==> config.mk <==
export PLATFORM = sky130hd
export DESIGN_NAME = sipo_rx
export DESIGN_NICKNAME = d
export VERILOG_FILES = /design/src/rtl/sipo_pkg.sv /design/src/rtl/sipo_out_reg.sv /design/src/rtl/sipo_rx.sv
export SDC_FILE = /design/constraint.sdc
export NUM_CORES = 1
export LEC_CHECK = 0
export ABC_CLOCK_PERIOD_IN_PS = 2850
export CORE_AREA = 8 8 45 47
export DETAILED_ROUTE_END_ITERATION = 10
export DIE_AREA = 0 0 53 55
export PLACE_DENSITY = 0.69
export SETUP_SLACK_MARGIN = 0.1
export SYNTH_ARGS = -nofsm -noshare
export SYNTH_HDL_FRONTEND = slang
export SYNTH_SLANG_ARGS = --single-unit
==> constraint.sdc <==
create_clock -name clk -period 2.85 [get_ports clk]
set_clock_uncertainty 0.15 [all_clocks]
set_input_delay 0.7125 -clock clk [delete_from_list [all_inputs] [get_ports clk]]
set_output_delay 0.7125 -clock clk [all_outputs]
set_load 0.02 [all_outputs]
==> src/rtl/sipo_pkg.sv <==
// Shared types and helpers for the serial-in, parallel-out receiver.
package sipo_pkg;

    // Receiver framing state: waiting for a start-of-frame, or collecting bits.
    typedef enum logic {
        IDLE  = 1'b0,
        SHIFT = 1'b1
    } state_t;

    // Width of the bit counter for a given word width. It never drops below
    // one bit, so the counter stays a legal vector for the smallest word.
    function automatic int cntWidth(input int dataWidth);
        return (dataWidth <= 2) ? 1 : $clog2(dataWidth);
    endfunction

endpackage

==> src/rtl/sipo_out_reg.sv <==
// Single-entry valid/ready holding register for assembled words.
// A new word is taken when the register is empty or is being drained in the
// same cycle; otherwise the word is refused and an overrun pulse is raised.
module sipo_out_reg #(
    parameter int DATA_WIDTH = 4
) (
    input  logic                  clk,
    input  logic                  resetn,
    input  logic                  load_i,
    input  logic [DATA_WIDTH-1:0] load_data_i,
    input  logic                  ready_i,
    output logic [DATA_WIDTH-1:0] data_o,
    output logic                  valid_o,
    output logic                  overrun_o
);

    logic [DATA_WIDTH-1:0] data_q, data_d;
    logic                  valid_q, valid_d;
    logic                  accept;

    // Decide whether to take a new word, drain the held one, or hold.
    always_comb begin
        accept    = load_i && (!valid_q || ready_i);
        data_d    = data_q;
        valid_d   = valid_q;
        overrun_o = load_i && valid_q && !ready_i;
        if (accept) begin
            data_d  = load_data_i;
            valid_d = 1'b1;
        end else if (ready_i) begin
            valid_d = 1'b0;
        end
    end

    // Holding register with synchronous active-low reset.
    always_ff @(posedge clk) begin
        if (!resetn) begin
            data_q  <= '0;
            valid_q <= 1'b0;
        end else begin
            data_q  <= data_d;
            valid_q <= valid_d;
        end
    end

    assign data_o  = data_q;
    assign valid_o = valid_q;

endmodule

==> src/rtl/sipo_rx.sv <==
// Serial-in, parallel-out receiver. Rebuilds LSB-first words from a
// valid-qualified bit stream framed by a start-of-frame marker, hands each
// completed word to a valid/ready holding register and keeps sticky
// overrun and framing error flags.
module sipo_rx
    import sipo_pkg::*;
#(
    parameter int DATA_WIDTH = 4
) (
    input  logic                  clk,
    input  logic                  resetn,
    input  logic                  sin,
    input  logic                  sin_valid,
    input  logic                  sof,
    output logic [DATA_WIDTH-1:0] dout,
    output logic                  dout_valid,
    input  logic                  dout_ready,
    output logic                  overrun,
    output logic                  frame_err,
    input  logic                  err_clr
);

    localparam int CNT_W = cntWidth(DATA_WIDTH);
    localparam logic [CNT_W-1:0] LAST_BIT = CNT_W'(DATA_WIDTH - 1);

    state_t                state_q, state_d;
    logic [CNT_W-1:0]      cnt_q, cnt_d;
    // Only the upper DATA_WIDTH-1 shift stages are kept: the stage that would
    // hold the oldest bit after a full word is replaced by the live input on
    // the completion cycle, so it never has to be stored.
    logic [DATA_WIDTH-2:0] sr_q, sr_d;
    logic                  overrun_q, overrun_d;
    logic                  frame_err_q, frame_err_d;

    logic [DATA_WIDTH-1:0] word;
    logic                  wordDone;
    logic                  frameErrSet;
    logic                  overrunPulse;

    // The word as it would look with the current bit shifted in at the MSB.
    assign word = {sin, sr_q};

    // Framing FSM, shifter and bit counter next-state logic.
    always_comb begin
        state_d     = state_q;
        cnt_d       = cnt_q;
        sr_d        = sr_q;
        wordDone    = 1'b0;
        frameErrSet = 1'b0;
        if (sin_valid) begin
            case (state_q)
                IDLE: begin
                    if (sof) begin
                        sr_d    = word[DATA_WIDTH-1:1];
                        cnt_d   = CNT_W'(1);
                        state_d = SHIFT;
                    end
                end
                SHIFT: begin
                    sr_d = word[DATA_WIDTH-1:1];
                    if (sof) begin
                        frameErrSet = 1'b1;
                        cnt_d       = CNT_W'(1);
                    end else if (cnt_q == LAST_BIT) begin
                        wordDone = 1'b1;
                        cnt_d    = '0;
                        state_d  = IDLE;
                    end else begin
                        cnt_d = cnt_q + CNT_W'(1);
                    end
                end
                default: begin
                    state_d = IDLE;
                    cnt_d   = '0;
                end
            endcase
        end
    end

    // Sticky error flags: a clear request drops them, a new error wins.
    always_comb begin
        overrun_d   = (overrun_q && !err_clr) || overrunPulse;
        frame_err_d = (frame_err_q && !err_clr) || frameErrSet;
    end

    // State, counter, shifter and flag registers with synchronous reset.
    always_ff @(posedge clk) begin
        if (!resetn) begin
            state_q     <= IDLE;
            cnt_q       <= '0;
            sr_q        <= '0;
            overrun_q   <= 1'b0;
            frame_err_q <= 1'b0;
        end else begin
            state_q     <= state_d;
            cnt_q       <= cnt_d;
            sr_q        <= sr_d;
            overrun_q   <= overrun_d;
            frame_err_q <= frame_err_d;
        end
    end

    sipo_out_reg #(
        .DATA_WIDTH(DATA_WIDTH)
    ) u_out_reg (
        .clk        (clk),
        .resetn     (resetn),
        .load_i     (wordDone),
        .load_data_i(word),
        .ready_i    (dout_ready),
        .data_o     (dout),
        .valid_o    (dout_valid),
        .overrun_o  (overrunPulse)
    );

    assign overrun   = overrun_q;
    assign frame_err = frame_err_q;

endmodule

==> results of run 1 <==
[cells in the mapped netlist]
| library cell | n | area (sq um) |
|---|---|---|
| inv_1 | 1 | 3.750 |
| clkbuf_1 | 1 | 3.750 |
| o21ai_2 | 1 | 8.760 |
| a22oi_1 | 2 | 15.01 |
| nor2b_2 | 1 | 8.760 |
| o22ai_1 | 1 | 6.260 |
| dfxtp_1 | 13 | 260.3 |
| nand4b_2 | 1 | 15.01 |
| nand2b_1 | 2 | 12.51 |
| buf_6 | 1 | 11.26 |
| nand2_1 | 9 | 33.78 |
| nor2b_1 | 5 | 31.28 |
| a21boi_0 | 2 | 15.01 |
| and3b_1 | 1 | 8.760 |
| and2_1 | 2 | 12.51 |
| nand3_1 | 1 | 5.000 |
| mux2i_1 | 8 | 80.08 |
| ha_1 | 1 | 12.51 |
[metal layers]
metal / global-route usage, % / vias to the layer above / wire [um]
li1: - / 211 / -
met1: 8.154 / 172 / 439
met2: 8.789 / 12 / 373
met3: 5.348 / 0 / 97
met4: 1.293 / 0 / 0
met5: 0 / - / 0
[power groups by stage]
stage	clock network (W)	registers [W]	logic [W]
finish	0.000111	0.000189	0.0000270
global route	0.000121	0.000189	0.0000301
CTS	0.000117	0.000189	0.0000274
detailed placement	0	0.000193	0.0000273
global placement	0	0.000193	0.0000268
floorplan	0	0.000193	0.0000132
[metrics by stage]
step / cells / total power (W) / hold slack, ps / setup slack (ps)
after CTS: 84 / 0.0003332 / 320.5 / 747.3
final: 84 / 0.0003264 / 312.4 / 763.0
after global routing: 84 / 0.0003403 / 338.1 / 724.9
after global placement: 80 / 0.0002197 / 300.8 / 680.9
after detailed placement: 80 / 0.0002203 / 306.3 / 641.2
after floorplan: 53 / 0.0002060 / 287.7 / 1313
[state kept, by name, indices dropped and copies added, names as in the netlist]
name and flops:
u_out_reg.data_o 4, overrun 1, frame_err 1, cnt_q 2
sr_q 3, state_q 1, u_out_reg.valid_o 1
[path summary, 6_finish.rpt]
check	startpoint	end	cells past startpoint
min reg2reg	u_out_reg.data_o[0]	u_out_reg.data_o[0]	2
max reg2reg	cnt_q[0]	u_out_reg.data_o[2]	4
max	u_out_reg.data_o[3]	dout[3]	1
min	u_out_reg.data_o[0]	u_out_reg.data_o[0]	2
[logic make-up after synthesis]
family,after synthesis,synth area share (%)
mux,8,14.71
compound gates,6,8.275
fa+ha+maj,1,2.298
simple gates,22,23.45
flops,13,47.82
buf+inv,3,3.447
[layout make-up]
cell class                 count  area [sq um]
clock buffer                   4         26.28
fill                         140         678.2
inverter                       1         3.754
multi-input combinational     37         265.3
sequential                    13         260.3
tap                           16         20.02
timing repair buffer          13         130.1
==> reports/results.txt, run 1 <==
# DRC = 0
Least-Margin Pin Slew = 460.3 ps
Core Rows = 14
number of hold buffers added after cts = 0
fin. max-slew vios = 0
Root Driver = clkbuf_4
Clock power frac = 33.9%
RSZ-0062 raised after global routing = no
Peak VDD IR = 0.3507 mV
Detailed Route WL = 910 um
final hold vios = 0
Initial DRC Count = 6
CP Buf/Inv Count = 1
layout cells sized above 1 = 8.824%
run status = finished, final reports clean
fmax = 479.2 MHz
Overall Global Routing Usage = 6.641%
delay-heaviest family, CP = buffers and inverters
CP required = 1990 ps
CTS buffer count = 3
CORE AREA = 0.001384 sq mm
largest net degree at the start of global routing = 18
Post-CTS Setup Inserts = 0
leak pwr = 0.2671 nW
flop-to-flop setup slack = 1450 ps
Data arrival, critical path = 1220 ps
critical path class = reg2out
routability cong. = 0.6372
Initial Utilization = 39.33%
critical path endpoint category = output pin
Pint = 0.0002556 W
initial antenna violation count = 0
min Tclk post-route = 2087 ps
I/O Buffers = 13
H-tree depth = 1
die area = 0.002915 sq mm
Final setup viols = 0
vias = 395
post-synthesis cell area = 544.3 sq um
crit-path cells = clkdlybuf4s50_1
Sequential Power Share = 57.8%
DPL Wire Length = 679.4 um
type of origin of the critical path = flop
Worst slew margin = 69.22%
Die X = 53 um
Ports = 14
fin util = 50.99%
most frequent cells in the layout = dfxtp_1 (13), clkdlybuf4s50_1 (13), nand2_1 (9), mux2i_1 (8), nor2b_1 (5)
Clock Tree Buf Depth = 2
Pre-Repair DR Iteration Count = 2
Worst Hold Class = reg2reg
period utilization = 73.23%
Clock Latency Late Sink = 270 ps
Clock Sink Count = 13
flops & latches, synth = 13
slowest CP cell = clkdlybuf4s50_1
vias per cell = 4.702
Combinational Power Share = 8.3%
sequential-to-total area share from yosys stat = 47.82%
Max Fanout on Critical Path = 2
max_cap viols = 0
NetSw = 0.00007080 W
area delta synth->final = 29.66%
Avg Inst Size Synth = 10.27 sq um
Synth cell types = 18
clock-pin slew on the worst setup and hold paths = 80 ps
Pwr Density = 462.5 mW/mm^2
cts repair resizes = 0
Sw Ratio = 21.69%
Layout Nets = 77
TNS Setup = 0 ps
CTS tree = done
syn_nets = 61
YS warnings = 0
Area after DPL = 679.4 sq um
n_diodes = 0
Max stage delay on crit path = 610 ps
Routed Antenna Nets = 0
grt ovf = 0
Post-Syn Instances = 53
mean routed wirelength per cell = 10.83 um
first-pass GRT wire length = 1449 um
die outline height = 55 um
Final Cell Area = 705.7 sq um
vias in the first global route = 351
No activity file was read; power rests on OpenSTA's default activity.
==> run 2, diff against run 1 <==
ABC_CLOCK_PERIOD_IN_PS = 2100   (was 2850)
clock period = 2.1 ns   (was 2.85 ns; I/O delays follow)
==> run 2 against run 1 <==
Compared with the run above: sequential power is 35% higher; sequential share of layout area is 0.39 points lower; register-to-register slack worse by 740 ps; worst setup slack worse by 550 ps; critical path depth stayed put; critical path type unchanged; critical endpoint is now dout[2]; largest cell class unchanged; highest routed layer is now met4.
==> reports/results.txt, run 2 (synthesized netlist as in run 1, its figures left out) <==
Post-CTS Setup Inserts = 0 (unchanged)
Ports = 14 (unchanged)
number of hold buffers added after cts = 0 (unchanged)
vias = 403 (was 395)
n_diodes = 0 (unchanged)
layout cells sized above 1 = 10.14% (was 8.824%)
fin. max-slew vios = 0 (unchanged)
area delta synth->final = 31.03% (was 29.66%)
Root Driver = clkbuf_4 (unchanged)
period utilization = 89.90%
fmax = 529.7 MHz
met3 wire len = 85 um (was 97 um)
cell count after placement = 81 (was 80)
Least-Margin Pin Slew = 461.5 ps (was 460.3 ps)
min Tclk post-route = 1888 ps
Worst Reg-to-Reg Cells = 4 (unchanged)
delay-heaviest family, CP = buffers and inverters (unchanged)
WP depth = 1 (unchanged)
crit-path cells = clkdlybuf4s50_1 (unchanged)
vias per cell = 4.741 (was 4.702)
# DRC = 0 (unchanged)
Data arrival, critical path = 1210 ps (was 1220 ps)
wl on met1 = 433 um (was 439 um)
CP required = 1420 ps (was 1990 ps)
flop-to-flop setup slack = 710 ps (was 1450 ps)
hold path cells = 2 (unchanged)
Detailed Route WL = 920 um (was 910 um)
Initial Utilization = 39.33% (unchanged)
initial antenna violation count = 0 (unchanged)
I/O Buffers = 13 (unchanged)
Routed Antenna Nets = 0 (unchanged)
Max stage delay on crit path = 610 ps (about the same)
CP Buf/Inv Count = 1 (unchanged)
Worst slew margin = 69.13% (was 69.22%)
clock-pin slew on the worst setup and hold paths = 80 ps (about the same)
cts repair resizes = 0 (unchanged)
Pwr Density = 626.1 mW/mm^2 (was 462.5 mW/mm^2)
met2 wire len = 377 um (was 373 um)
leak pwr = 0.2719 nW (was 0.2671 nW)
DPL Wire Length = 695.3 um (was 679.4 um)
final cell count without fillers = 85 (was 84)
largest net degree at the start of global routing = 18 (unchanged)
Max Fanout on Critical Path = 2 (unchanged)
Initial DRC Count = 2 (was 6)
Overall Global Routing Usage = 7.726% (was 6.641%)
Die X = 53 um (unchanged)
Clock Latency Late Sink = 270 ps (about the same)
vias in the first global route = 400 (was 351)
TNS Setup = 0 ps (unchanged)
Final setup viols = 0 (unchanged)
Layout Nets = 78 (was 77)
mean routed wirelength per cell = 10.82 um (was 10.83 um)
routability cong. = 0.6757 (was 0.6372)
final hold vios = 0 (unchanged)
H-tree depth = 1 (unchanged)
grt ovf = 0 (unchanged)
type of origin of the critical path = flop (unchanged)
CORE AREA = 0.001384 sq mm (unchanged)
Largest register FFs = 4 (unchanged)
die outline height = 55 um (unchanged)
Clock Tree Buf Depth = 2 (unchanged)
die area = 0.002915 sq mm (unchanged)
most frequent cells in the layout = dfxtp_1 (13), clkdlybuf4s50_1 (13), nand2_1 (9), mux2i_1 (8), nor2b_1 (5) (unchanged)
critical path class = reg2out (unchanged)
RSZ-0062 raised after global routing = no (unchanged)
Core Rows = 14 (unchanged)
Worst Hold Class = reg2reg (unchanged)
critical path endpoint category = output pin (unchanged)
CTS buffer count = 3 (unchanged)
slowest CP cell = clkdlybuf4s50_1 (unchanged)
Clock Sink Count = 13 (unchanged)
CTS tree = done (unchanged)
first-pass GRT wire length = 1635 um (was 1449 um)
Pre-Repair DR Iteration Count = 2 (unchanged)
Top Metal Used = met4 (was met3)
run status = finished, final reports clean (unchanged)
max_cap viols = 0 (unchanged)
Peak VDD IR = 0.2740 mV (was 0.3507 mV)
[run 2: cell types whose count changed in the layout (fill, tap and decap cells not counted), sizes merged]
cell  before  now
buf        0    1
[run 2: power breakdown]
part / switching, W / leakage [nW] / internal, W
sequential: 0.00000453 / 0.105 / 0.000252
clock: 0.0000791 / 0.0150 / 0.0000736
combinational: 0.0000149 / 0.152 / 0.0000229
[run 2: through the flow]
| step | instance area (sq um) | setup WS (ps) | hold WS (ps) | power [W] | util, % |
|---|---|---|---|---|---|
| 3_5_place_dp | 686.9 | 99.73 | 304.3 | 0.0003004 | 49.64 |
| 4_1_cts | 713.2 | 193.7 | 315.8 | 0.0004563 | 51.54 |
| 6_report | 713.2 | 212.0 | 310.4 | 0.0004465 | 51.54 |
| 5_1_grt | 713.2 | 156.0 | 338.6 | 0.0004726 | 51.54 |
| 3_3_place_gp | 686.9 | 118.7 | 297.4 | 0.0002999 | 49.64 |
| 2_1_floorplan | 544.3 | 750.6 | 287.7 | 0.0002796 | - |
[run 2: final timing paths]
check                                    startpoint                   to
worst max-delay path            u_out_reg.data_o[2]              dout[2]
worst min-delay path            u_out_reg.data_o[0]  u_out_reg.data_o[0]
worst max register to register             cnt_q[0]  u_out_reg.data_o[2]
worst min register to register  u_out_reg.data_o[0]  u_out_reg.data_o[0]
[run 2: cell type report]
cell class	instances	area [sq um]
fill	143	670.6
multi-input combinational	37	265.3
sequential	13	260.3
timing repair buffer	14	137.6
clock buffer	4	26.28
tap	16	20.02
inverter	1	3.754
[run 2: worst register-to-register path: cells and delay by family, from the launching register on]
family	cells	cell delay [ps]
mux	1	220
simple gates	2	400
flops	1	350
fa+ha+maj	1	190
[run 2: metal layers]
layer | GRT usage (%) | vias up
met2 | 9.961 | 12
li1 | - | 209
met5 | 0 | -
met1 | 9.342 | 178
met4 | 6.466 | 0
met3 | 3.743 | 4
